$ cat src/rtl/jk_pkg.sv
// Shared types for the JK bank controller: op codes, FSM states
// and the JK next-state function used by every cell.
package jk_pkg;

  typedef enum logic [1:0] {
    OP_HOLD   = 2'b00,
    OP_RESET  = 2'b01,
    OP_SET    = 2'b10,
    OP_TOGGLE = 2'b11
  } jk_op_e;

  typedef enum logic [1:0] {
    ST_IDLE  = 2'b00,
    ST_APPLY = 2'b01,
    ST_BURST = 2'b10
  } jk_state_e;

  // Classic JK truth table; {j,k} matches the op encoding.
  function automatic logic jk_next(
    input logic q,
    input logic j,
    input logic k
  );
    case ({j, k})
      2'b00:   return q;
      2'b01:   return 1'b0;
      2'b10:   return 1'b1;
      default: return ~q;
    endcase
  endfunction

endpackage

$ cat src/rtl/jk_cell.sv
// Single JK flip-flop with synchronous active-low reset.
// One instance per bit of the bank.
module jk_cell
  import jk_pkg::*;
(
  input  logic clk,
  input  logic reset_n,
  input  logic j,
  input  logic k,
  output logic q
);

  // Next state from the JK truth table, cleared on reset.
  always_ff @(posedge clk) begin
    if (!reset_n) q <= 1'b0;
    else          q <= jk_next(q, j, k);
  end

endmodule

$ cat src/rtl/jk_bank_ctrl.sv
// Two-requester round-robin controller driving a bank of JK cells.
// Optional status outputs enabled by JK_BANK_CTRL_STATUS_EN.
module jk_bank_ctrl
  import jk_pkg::*;
#(
  parameter int WIDTH = 8,
  parameter int CNT_W = 4
) (
  input  logic                     clk,
  input  logic                     reset_n,
  input  logic                     req0_valid,
  output logic                     req0_ready,
  input  logic [1:0]               req0_op,
  input  logic [$clog2(WIDTH)-1:0] req0_idx,
  input  logic [CNT_W-1:0]         req0_cnt,
  input  logic                     req1_valid,
  output logic                     req1_ready,
  input  logic [1:0]               req1_op,
  input  logic [$clog2(WIDTH)-1:0] req1_idx,
  input  logic [CNT_W-1:0]         req1_cnt,
  output logic [WIDTH-1:0]         q,
  output logic                     busy,
  output logic                     done
`ifdef JK_BANK_CTRL_STATUS_EN
  ,
  output logic                     last_grant,
  output logic [15:0]              cmd_count
`endif
);

  localparam int IW = $clog2(WIDTH);

  jk_state_e        r_state;
  jk_op_e           r_op;
  logic [IW-1:0]    r_idx;
  logic [CNT_W-1:0] r_rem;
  logic             r_ptr;
  logic             r_busy;
  logic             r_done;

  logic             w_idle;
  logic             w_gnt0;
  logic             w_gnt1;
  logic             w_acc;
  logic             w_fin;
  logic             w_exec;
  logic [1:0]       w_op;
  logic [IW-1:0]    w_idx;
  logic [CNT_W-1:0] w_cnt;
  logic [WIDTH-1:0] w_sel;
  logic [WIDTH-1:0] w_j;
  logic [WIDTH-1:0] w_k;

  assign w_idle = reset_n && (r_state == ST_IDLE);

  // Round-robin grant; the pointer only matters under contention.
  always_comb begin
    w_gnt0 = 1'b0;
    w_gnt1 = 1'b0;
    if (w_idle) begin
      unique case (1'b1)
        req0_valid && req1_valid: begin
          w_gnt0 = !r_ptr;
          w_gnt1 = r_ptr;
        end
        req0_valid && !req1_valid: w_gnt0 = 1'b1;
        !req0_valid && req1_valid: w_gnt1 = 1'b1;
        default: ;
      endcase
    end
  end

  assign req0_ready = w_gnt0;
  assign req1_ready = w_gnt1;
  assign w_acc      = w_gnt0 | w_gnt1;
  assign w_op       = w_gnt1 ? req1_op  : req0_op;
  assign w_idx      = w_gnt1 ? req1_idx : req0_idx;
  assign w_cnt      = w_gnt1 ? req1_cnt : req0_cnt;

  // Last application of the current command happens this cycle.
  assign w_fin =
    ((r_state == ST_APPLY) &&
     !((r_op == OP_TOGGLE) && (r_rem > CNT_W'(1)))) ||
    ((r_state == ST_BURST) && (r_rem <= CNT_W'(1)));

  // Command FSM with registered busy/done.
  always_ff @(posedge clk) begin
    if (!reset_n) begin
      r_state <= ST_IDLE;
      r_op    <= OP_HOLD;
      r_idx   <= '0;
      r_rem   <= '0;
      r_ptr   <= 1'b0;
      r_busy  <= 1'b0;
      r_done  <= 1'b0;
    end else begin
      r_done <= 1'b0;
      unique case (r_state)
        ST_IDLE: begin
          if (w_acc) begin
            r_op    <= jk_op_e'(w_op);
            r_idx   <= w_idx;
            r_rem   <= w_cnt;
            r_ptr   <= !w_gnt1;
            r_busy  <= 1'b1;
            r_state <= ST_APPLY;
          end
        end
        ST_APPLY, ST_BURST: begin
          if (w_fin) begin
            r_state <= ST_IDLE;
            r_busy  <= 1'b0;
            r_done  <= 1'b1;
          end else begin
            r_rem   <= r_rem - CNT_W'(1);
            r_state <= ST_BURST;
          end
        end
        default: begin
          r_state <= ST_IDLE;
          r_busy  <= 1'b0;
        end
      endcase
    end
  end

  assign busy   = r_busy;
  assign done   = r_done;
  assign w_exec = (r_state == ST_APPLY) || (r_state == ST_BURST);

  // Only the addressed cell sees j/k; out-of-range idx selects none.
  for (genvar gi = 0; gi < WIDTH; gi++) begin : g_cell
    assign w_sel[gi] = (r_idx == IW'(gi));
    assign w_j[gi]   = w_exec && w_sel[gi] && r_op[1];
    assign w_k[gi]   = w_exec && w_sel[gi] && r_op[0];
    jk_cell u_cell (
      .clk     (clk),
      .reset_n (reset_n),
      .j       (w_j[gi]),
      .k       (w_k[gi]),
      .q       (q[gi])
    );
  end

`ifdef JK_BANK_CTRL_STATUS_EN
  logic        r_last;
  logic [15:0] r_cmds;

  // Track the latest grant and count completions.
  always_ff @(posedge clk) begin
    if (!reset_n) begin
      r_last <= 1'b0;
      r_cmds <= '0;
    end else begin
      if (w_acc) r_last <= w_gnt1;
      if (w_fin) r_cmds <= r_cmds + 16'd1;
    end
  end

  assign last_grant = r_last;
  assign cmd_count  = r_cmds;
`endif

endmodule

$ cat config.mk
export PLATFORM = sky130hd
export DESIGN_NAME = jk_bank_ctrl
export DESIGN_NICKNAME = d
export VERILOG_FILES = /design/src/rtl/jk_pkg.sv /design/src/rtl/jk_cell.sv /design/src/rtl/jk_bank_ctrl.sv
export SDC_FILE = /design/constraint.sdc
export NUM_CORES = 1
export LEC_CHECK = 0
export CAP_MARGIN = 20
export CELL_PAD_IN_SITES_DETAIL_PLACEMENT = 1
export CELL_PAD_IN_SITES_GLOBAL_PLACEMENT = 2
export CORE_ASPECT_RATIO = 1.4
export CORE_UTILIZATION = 28
export CTS_BUF_LIST = sky130_fd_sc_hd__clkbuf_8
export CTS_CLUSTER_SIZE = 8
export DETAILED_ROUTE_END_ITERATION = 6
export HOLD_SLACK_MARGIN = 0.12
export PLACE_DENSITY_LB_ADDON = 0.05
export SETUP_SLACK_MARGIN = 0.02
export SLEW_MARGIN = 30
export SYNTH_ARGS = -nofsm -noshare
export SYNTH_HDL_FRONTEND = slang
export SYNTH_HIERARCHICAL = 1
export SYNTH_SLANG_ARGS = --single-unit
export TNS_END_PERCENT = 50
$ cat constraint.sdc
create_clock -name clk -period 2.4 [get_ports clk]
set_clock_uncertainty 0.1 [all_clocks]
set_input_delay 0.48 -clock clk [delete_from_list [all_inputs] [get_ports clk]]
set_output_delay 0.48 -clock clk [all_outputs]
set_load 0.005 [all_outputs]
## After elaboration in Yosys (flattened, before gate mapping)

Cells that the tools add are included.
Widths: inputs -> output; s select.

| storage, ports and cells | value |
|---|---|
| register bits | 22 |
| output and inout bits | 12 |

| operators by class | value |
|---|---|
| add/subtract/negate cells | 1 |
| order comparisons | 2 |
| equality and inequality tests | 29 |
| multiplexer cells | 25 |
| bitwise logic cells | 9 |
| reduce and logical (&&, ||, !) cells | 54 |

Operators with widths:

| operator | number |
|---|---|
| $logic_and 1x1->1 | 31 |
| $pmux 1 s3 | 8 |
| $eq 2x2->1 const B | 10 |
| $eq 2x1->1 const B | 9 |
| $logic_not 2->1 | 9 |
| $eq 3x3->1 const B | 4 |
| $mux 4 | 3 |
| $not 1->1 | 8 |
| $pmux 4 s2 | 1 |
| $eq 3x2->1 const B | 2 |
| $mux 2 | 3 |
| $ne 2x2->1 const B | 3 |
| $pmux 1 s2 | 3 |
| $reduce_and 2->1 | 3 |
| $logic_not 1->1 | 5 |
| $mux 1 | 5 |
| $gt 4x1->1 const B | 1 |
| $le 4x1->1 const B | 1 |
| $pmux 2 s2 | 1 |
| $sub 4x1->4 const B | 1 |
| $eq 3x1->1 const B | 1 |
| $logic_not 3->1 | 1 |
| $mux 3 | 1 |
| $reduce_and 3->1 | 1 |
| other kinds (4) | 5 |

## Longest topological paths before layout

Gate-level depths: netlist (run 1).

| depth | value |
|---|---|
| word-level depth | 7 |
| mapped depth | 9 |
| mapped depth without buffers | 9 |

## By module

The synthesis (run 1) kept the hierarchy.

Modules (own cells, without submodules):

| module | times used | cells an instance | area each (µm²) | sequential area each (µm²) |
|---|---|---|---|---|
| jk_bank_ctrl | 1 | 125 | 1,026.0 | 280.3 |
| jk_cell | 8 | 10 | 80.1 | 20.0 |

## Least setup slack after synthesis (run 1)

No wires, ideal clock.

| path | value |
|---|---|
| path type | register to register |
| start point | reg r_state[0] |
| end point | reg g_cell[6].u_cell.q |
| library setup time | 0.074 ns |
| data arrival time | 2.087 ns |
| data required time | 2.226 ns |
| slack | 0.139 ns |
| stages on the path, launching flop included | 10 |
| buffers on the path | 1 |
| period minus slack after synthesis | 2.261 ns |
| cells stage by stage | dfxtp_1 > inv_1 > ha_1 > buf_4 > nand2_1 > nor3_1 > inv_1 > ha_1 > or3_1 > a31oi_1 |

| on the way | value |
|---|---|
| longest elaborated chain between the ends | 6 |

RTL lines:

| element | RTL line | source |
|---|---|---|
| start: declaration | jk_bank_ctrl.sv:33 | `jk_state_e r_state;` |
| start signal: assignment | jk_bank_ctrl.sv:89 | `r_state <= ST_IDLE;` |
| start signal: assignment | jk_bank_ctrl.sv:106 | `r_state <= ST_APPLY;` |
| start signal: assignment | jk_bank_ctrl.sv:111 | `r_state <= ST_IDLE;` |
| $eq 2x1->1 or $eq 2x2->1 (tied branches) | jk_bank_ctrl.sv:129 | `assign w_exec = (r_state == ST_APPLY) \|\| (r_state == ST_BURST);` |
| $logic_or 1x1->1 (*) | jk_bank_ctrl.sv:129 |  |
| $logic_and 1x1->1 (*) (2 in series) | jk_bank_ctrl.sv:134 | `assign w_j[gi] = w_exec && w_sel[gi] && r_op[1];` |
| named net w_j[6] | jk_bank_ctrl.sv:51 | `logic [WIDTH-1:0] w_j;` |
| $eq 2x2->1, or another cell as far along | jk_pkg.sv:24 | `case ({j, k})` |
| $pmux 1 s3 | jk_pkg.sv:24 |  |
| end signal: assignment | jk_cell.sv:16 | `else q <= jk_next(q, j, k);` |
| end: declaration | jk_cell.sv:10 | `output logic q` |

The timed path passes the listed nets; every way through them passes the cells marked *.
A chain may end at the register's enable or synchronous reset.

## Worst setup path after layout (run 1)

| path | value |
|---|---|
| start point | in req0_valid |
| end point | out req0_ready |

| on the way | value |
|---|---|
| longest elaborated chain between the ends | 3 |

RTL lines:

| element | RTL line | source |
|---|---|---|
| start: declaration | jk_bank_ctrl.sv:11 | `input logic req0_valid,` |
| $logic_and 1x1->1 (on tied branches) | jk_bank_ctrl.sv:66, jk_bank_ctrl.sv:62 |  |
| $pmux 1 s2 (*) | jk_bank_ctrl.sv:61 | `unique case (1'b1)` |
| $mux 1 (*) | jk_bank_ctrl.sv:60 | `if (w_idle) begin` |
| end: declaration | jk_bank_ctrl.sv:12 | `output logic req0_ready,` |

Every way passes the cells marked *; elsewhere a longest branch is shown, timed or not.

==> impl_metrics.toml, run 1 <==
[layout]
diodes = 0
num-fill-cells = 695
final_area_um2 = 2200
fin_nets = 293
syn_to_final_growth_pct = 32.1
stdcell_count = 315
drive_gt1_share_pct = 10.9
mostFrequentLayoutCells = "inv_1 (31), clkdlybuf4s50_1 (31), ha_1 (22), dfxtp_1 (22), nor2_1 (19)"

[yosys]
ys_ff_latch = 22
syn_avg_cell_area_um2 = 8.13
yosys-top-cells-area = "dfxtp_1 (26%), ha_1 (17%), inv_1 (7.0%)"
synth-simple-area-share_pct = 24.2
yosys_warnings = 6
synth.mux.area_fraction_pct = 6.83
yosys.area.top_type_share_pct = 26.4
synth_fa_ha_area_share_pct = 17.3
synth_top_cell_by_area = "dfxtp_1"
synthCells = 205
synth_nets = 250
ys_seq_area_share_pct = 26.4
synth_xor_area_share_pct = 0.526
synth.cell_area_um2 = 1670
synth_top_family_by_area = "simple AND/OR/NAND/NOR gates"
ys_types = 34
synth_compound_gate_area_share_pct = 15.1

[clock_network]
clkSinkCount = 22
post-cts-setup-buffers = 0
numCtsBuffers = 3
cts_tree = "built"
cts_resized = 2
cts-root-buf = "clkbuf_8"
clk_path_buf_depth = 2
clock_latency_ns = 0.28
ctsHoldBuffers = 0
htreeDepth = 1
clkTransAtPathRegs_ns = 0.10

[route]
drt_wl_total_mm = 4.38
via_per_inst = 4.86
first_iter_violations = 9
route.detailed.drc = 0
ant_nets = 0
dr.pass1.iters = 4
vias = 1530
wl_per_cell_um = 13.9

[setup_path]
start_kind = "input port"
end_kind = "output port"
crit_path_top_delay_cell = "clkdlybuf4s50_1"
max_stage_delay_ns = 0.53
worstPathMaxFanout = 4
path_buf_inv = 2
cpLargestDelayFamily = "buffers and inverters"
crit_path_frequent_cell = "clkdlybuf4s50_1"
cp.required_ns = 1.82
worstSetupPathType = "input port to output port"
critical_path_arrival_ns = 1.74
worstPathCellList = "clkdlybuf4s50_1 -> nand2_1 -> nor3_1 -> clkdlybuf4s50_1"

[place]
place_inst = 311
port_buffers = 33
post-place-ws_ns = -0.0405
post-dp-hpwl_mm = 3.54
place_area_um2 = 2120
place.gp.congestion = 0.772

[global_routing]
grt_max_degree = 15
grt_pass1_wl_mm = 7.23
antenna_found_initial = 0
grt_use_total_pct = 15.2
gr-total-overflow = 0
grt_pass1_vias = 1659

[floorplanning]
rows = 32
initial_utilization_pct = 29.7
die_width_um = 67.2
dieArea_um2 = 6270
core_area_um2 = 5610
ios = 34
fp.dieH_um = 93.3

[sta]
finalSetupViolCount = 0
min_period_ns = 2.32
max_freq_ghz = 0.431
hold_ws_ns = 0.377
worstMarginPinSlew_ns = 0.372
layout_setup_ws_ns = 0.0772
slew_headroom_pct = 75.2
rsz0062_at_grt = "true"
drv_slew = 0
period_share_pct = 96.8
hold_violations = 0

[power]
powerDensity_nw_per_um2 = 807
power_leakage_nw = 0.820
total_power_mw = 1.78
peakVddDrop_v = 0.000407

[outcome]
status = "complete, no violations"

[run]
maxCapViolations = 0

[hold_path]
hp-class = "register to register"
[report_power, final]
group	total [mW]	internal, mW	switching [mW]	leakage [nW]
Sequential	0.526	0.446	0.0801	0.180
Clock	0.287	0.147	0.140	0.0288
Combinational	0.964	0.471	0.493	0.611
Total	1.78	1.06	0.713	0.820
[stage by stage]
| step | setup TNS (ns) | utilization (%) |
|---|---|---|
| after detailed placement | -0.121 | 37.8 |
| final | 0 | 39.3 |
| after global placement | -0.0800 | 37.8 |
| after global routing | 0 | 39.3 |
| after CTS | 0 | 38.8 |
| after floorplan | 0 | - |
[metal layers]
layer  GRT usage, %  share of wire (%)  vias up
met5              0                  0        -
met4           5.85                1.2        0
met3           1.59                2.0        4
met2           29.7                 57       21
met1           15.7                 40      730
li1               -                  -      775
[tightest hold or removal path, stage by stage (launching register included)]
cell and delay (ns):
dfxtp_1 0.33, nand2_1 0.05, a31oi_1 0.06
[Yosys cell counts]
| library cell | count |
|---|---|
| a21oi_2 | 1 |
| buf_6 | 2 |
| nand3b_1 | 10 |
| and2b_1 | 1 |
| ha_1 | 23 |
| xnor2_1 | 1 |
| a211oi_1 | 6 |
| and3_1 | 1 |
| o2111ai_1 | 2 |
| inv_1 | 31 |
| nor3_1 | 9 |
| nand2b_1 | 6 |
| a311oi_1 | 1 |
| nand2_1 | 19 |
| clkbuf_1 | 2 |
| nand3_1 | 2 |
| a31o_2 | 1 |
| mux2i_1 | 8 |
| a21bo_2 | 1 |
| buf_4 | 2 |
| o21ai_0 | 2 |
| nand3_2 | 1 |
| or3_1 | 8 |
| a21oi_1 | 5 |
| dfxtp_1 | 22 |
| nor2b_1 | 1 |
| o311ai_4 | 1 |
| o31ai_1 | 2 |
| a31oi_1 | 8 |
| or2_4 | 1 |
| a21oi_4 | 1 |
| o211a_1 | 1 |
| mux2_1 | 3 |
| nor2_1 | 20 |
[final timing paths]
kind,from,end,slack [ns],cells after the start
worst min register to register,g_cell[1].u_cell/q,g_cell[1].u_cell/q,0.38,2
worst min-delay path,g_cell[1].u_cell/q,g_cell[1].u_cell/q,0.38,2
worst max-delay path,req0_valid,req0_ready,0.08,4
worst max register to register,r_state[1],g_cell[0].u_cell/q,0.21,9
[layout make-up]
class	instances	area (um^2)	area share [%]
clock buffers	4	55.1	2.50
inverters	31	116	5.29
multi-input cells	146	1090	49.5
flip-flops and latches	22	440	20.0
well taps	68	85.1	3.87
repair buffers	44	414	18.8
[registers in the layout, summed over array words and instances (netlist names)]
name and count:
r_ptr 1, g_cell.u_cell/q 8, r_op 2, r_state 2, r_rem 4, r_idx 3
busy 1, done 1
[cells by family (layout without fill, tap and decap cells)]
group,count (synthesis),in the layout
xor+xnor,1,1
fa+ha+maj,23,23
buf+inv,37,79
mux,11,11
simple gates,79,79
compound gates,32,32
flops,22,22
No activity file was read; power rests on OpenSTA's default activity.
==> inputs of run 2 (changes only) <==
Settings changed: CORE_ASPECT_RATIO 1.4 to unset, CORE_UTILIZATION 28 to 33.
Clock period 2.4 ns to 2.8 ns, I/O delays scaled along.
==> impl_metrics.toml, run 2 (same netlist as run 1, synthesis figures left out) <==
[sta]
drv_slew = 0
rsz0062_at_grt = "false"
finalSetupViolCount = 0
hold_violations = 0
tns_ns = 0
worstMarginPinSlew_ns = 0.411
slew_headroom_pct = 72.5
min_period_ns = 2.65
max_freq_ghz = 0.377
period_share_pct = 94.7

[global_routing]
antenna_found_initial = 0
grt_use_total_pct = 17.2
grt_pass1_vias = 1603
grt_pass1_wl_mm = 7.12
gr-total-overflow = 0
grt_max_degree = 14

[setup_path]
critPathLaunch = "reset_n"
worstSetupPathType = "input port to output port"
endpoint = "req0_ready"
critical_path_arrival_ns = 1.99
r2r_start = "r_state[0]"
worstPathMaxFanout = 5
reg2reg_depth = 9
end_kind = "output port"
r2r_slack_ns = 0.31
worst_r2r_endpoint = "g_cell[0].u_cell/q"
start_kind = "input port"
cp.required_ns = 2.14

[route]
route.detailed.drc = 0
vias = 1519
via_per_inst = 4.93
wl_per_cell_um = 13.3
first_iter_violations = 34
ant_nets = 0
dr.pass1.iters = 4
drt_wl_total_mm = 4.11

[clock_network]
post-cts-setup-buffers = 0
clk_path_buf_depth = 2
cts_tree = "built"
cts_resized = 0
ctsHoldBuffers = 0
htreeDepth = 1
clkTransAtPathRegs_ns = 0.09
cts-root-buf = "clkbuf_8"
clock_latency_ns = 0.27
clkSinkCount = 22
numCtsBuffers = 3

[power]
peakVddDrop_v = 0.000426
powerDensity_nw_per_um2 = 670
total_power_mw = 1.43
power_leakage_nw = 0.777

[place]
post-dp-hpwl_mm = 3.39
port_buffers = 33
place_inst = 304
place.gp.congestion = 0.785

[floorplanning]
die_width_um = 73.1
core_area_um2 = 4790
ios = 34
rows = 25
dieArea_um2 = 5340
initial_utilization_pct = 34.8
fp.dieH_um = 73.1

[layout]
drive_gt1_share_pct = 6.64
mostFrequentLayoutCells = "clkdlybuf4s50_1 (33), inv_1 (31), ha_1 (23)"
fin_util_pct = 44.5
stdcell_count = 308
syn_to_final_growth_pct = 27.7
regMostFlops = "g_cell.u_cell/q"
fin_nets = 287
largest_register_ff_count = 8
final_common_cell = "clkdlybuf4s50_1"
diodes = 0
reg.largest.list = "g_cell.u_cell/q (8), r_rem (4), r_idx (3)"

[outcome]
status = "complete, no violations"

[hold_path]
hp-class = "register to register"

[run]
maxCapViolations = 0
run 2: cell count changes in the layout (fill, tap and decap cells not counted), sizes merged:
cell / before / now
dlymetal6s2s: 1 / 0
buf: 11 / 5
clkdlybuf4s50: 31 / 33
dlygate4sd2: 1 / 0
run 2: worst min path at each step:
stage / slack [ns] / from / endpoint / cells past startpoint
after global placement: 0.35 / g_cell[0].u_cell/q / g_cell[0].u_cell/q / 2
after global routing: 0.40 / g_cell[7].u_cell/q / g_cell[7].u_cell/q / 2
after detailed placement: 0.37 / g_cell[0].u_cell/q / g_cell[0].u_cell/q / 2
after CTS: 0.38 / g_cell[0].u_cell/q / g_cell[0].u_cell/q / 2
after floorplan: 0.36 / g_cell[0].u_cell/q / g_cell[0].u_cell/q / 2
final: 0.38 / g_cell[0].u_cell/q / g_cell[0].u_cell/q / 2
run 2: through the flow:
| stage | setup WS [ns] | area, um^2 | hold WS, ns |
|---|---|---|---|
| 2_1_floorplan | 0.539 | 1670 | 0.361 |
| 3_3_place_gp | 0.168 | 2070 | 0.352 |
| 3_5_place_dp | 0.153 | 2070 | 0.371 |
| 4_1_cts | 0.142 | 2130 | 0.384 |
| 5_1_grt | 0.0431 | 2130 | 0.405 |
| 6_report | 0.149 | 2130 | 0.382 |
run 2: final cells by class:
cell class | count | area [um^2]
Inverter | 31 | 116
Tap cell | 67 | 83.8
Timing Repair Buffer | 38 | 368
Fill cell | 594 | 2660
Sequential cell | 22 | 440
Clock buffer | 4 | 55.1
Multi-Input combinational cell | 146 | 1060
run 2: worst max-delay path, stage by stage:
cell	delay, ns
clkdlybuf4s50_1	0.62
inv_1	0.10
nor3_1	0.18
clkdlybuf4s50_1	0.53
run 2: routing by layer:
metal | global-route usage [%] | wire length [um]
met5 | 0 | 0
met4 | 4.14 | 25
met3 | 2.07 | 90
met2 | 35.3 | 2280
met1 | 18.1 | 1710
run 2: power by group:
part / internal (mW) / switching (mW) / total, mW
Combinational: 0.334 / 0.393 / 0.727
Sequential: 0.382 / 0.0725 / 0.455
Clock: 0.126 / 0.118 / 0.243
Total: 0.842 / 0.583 / 1.43
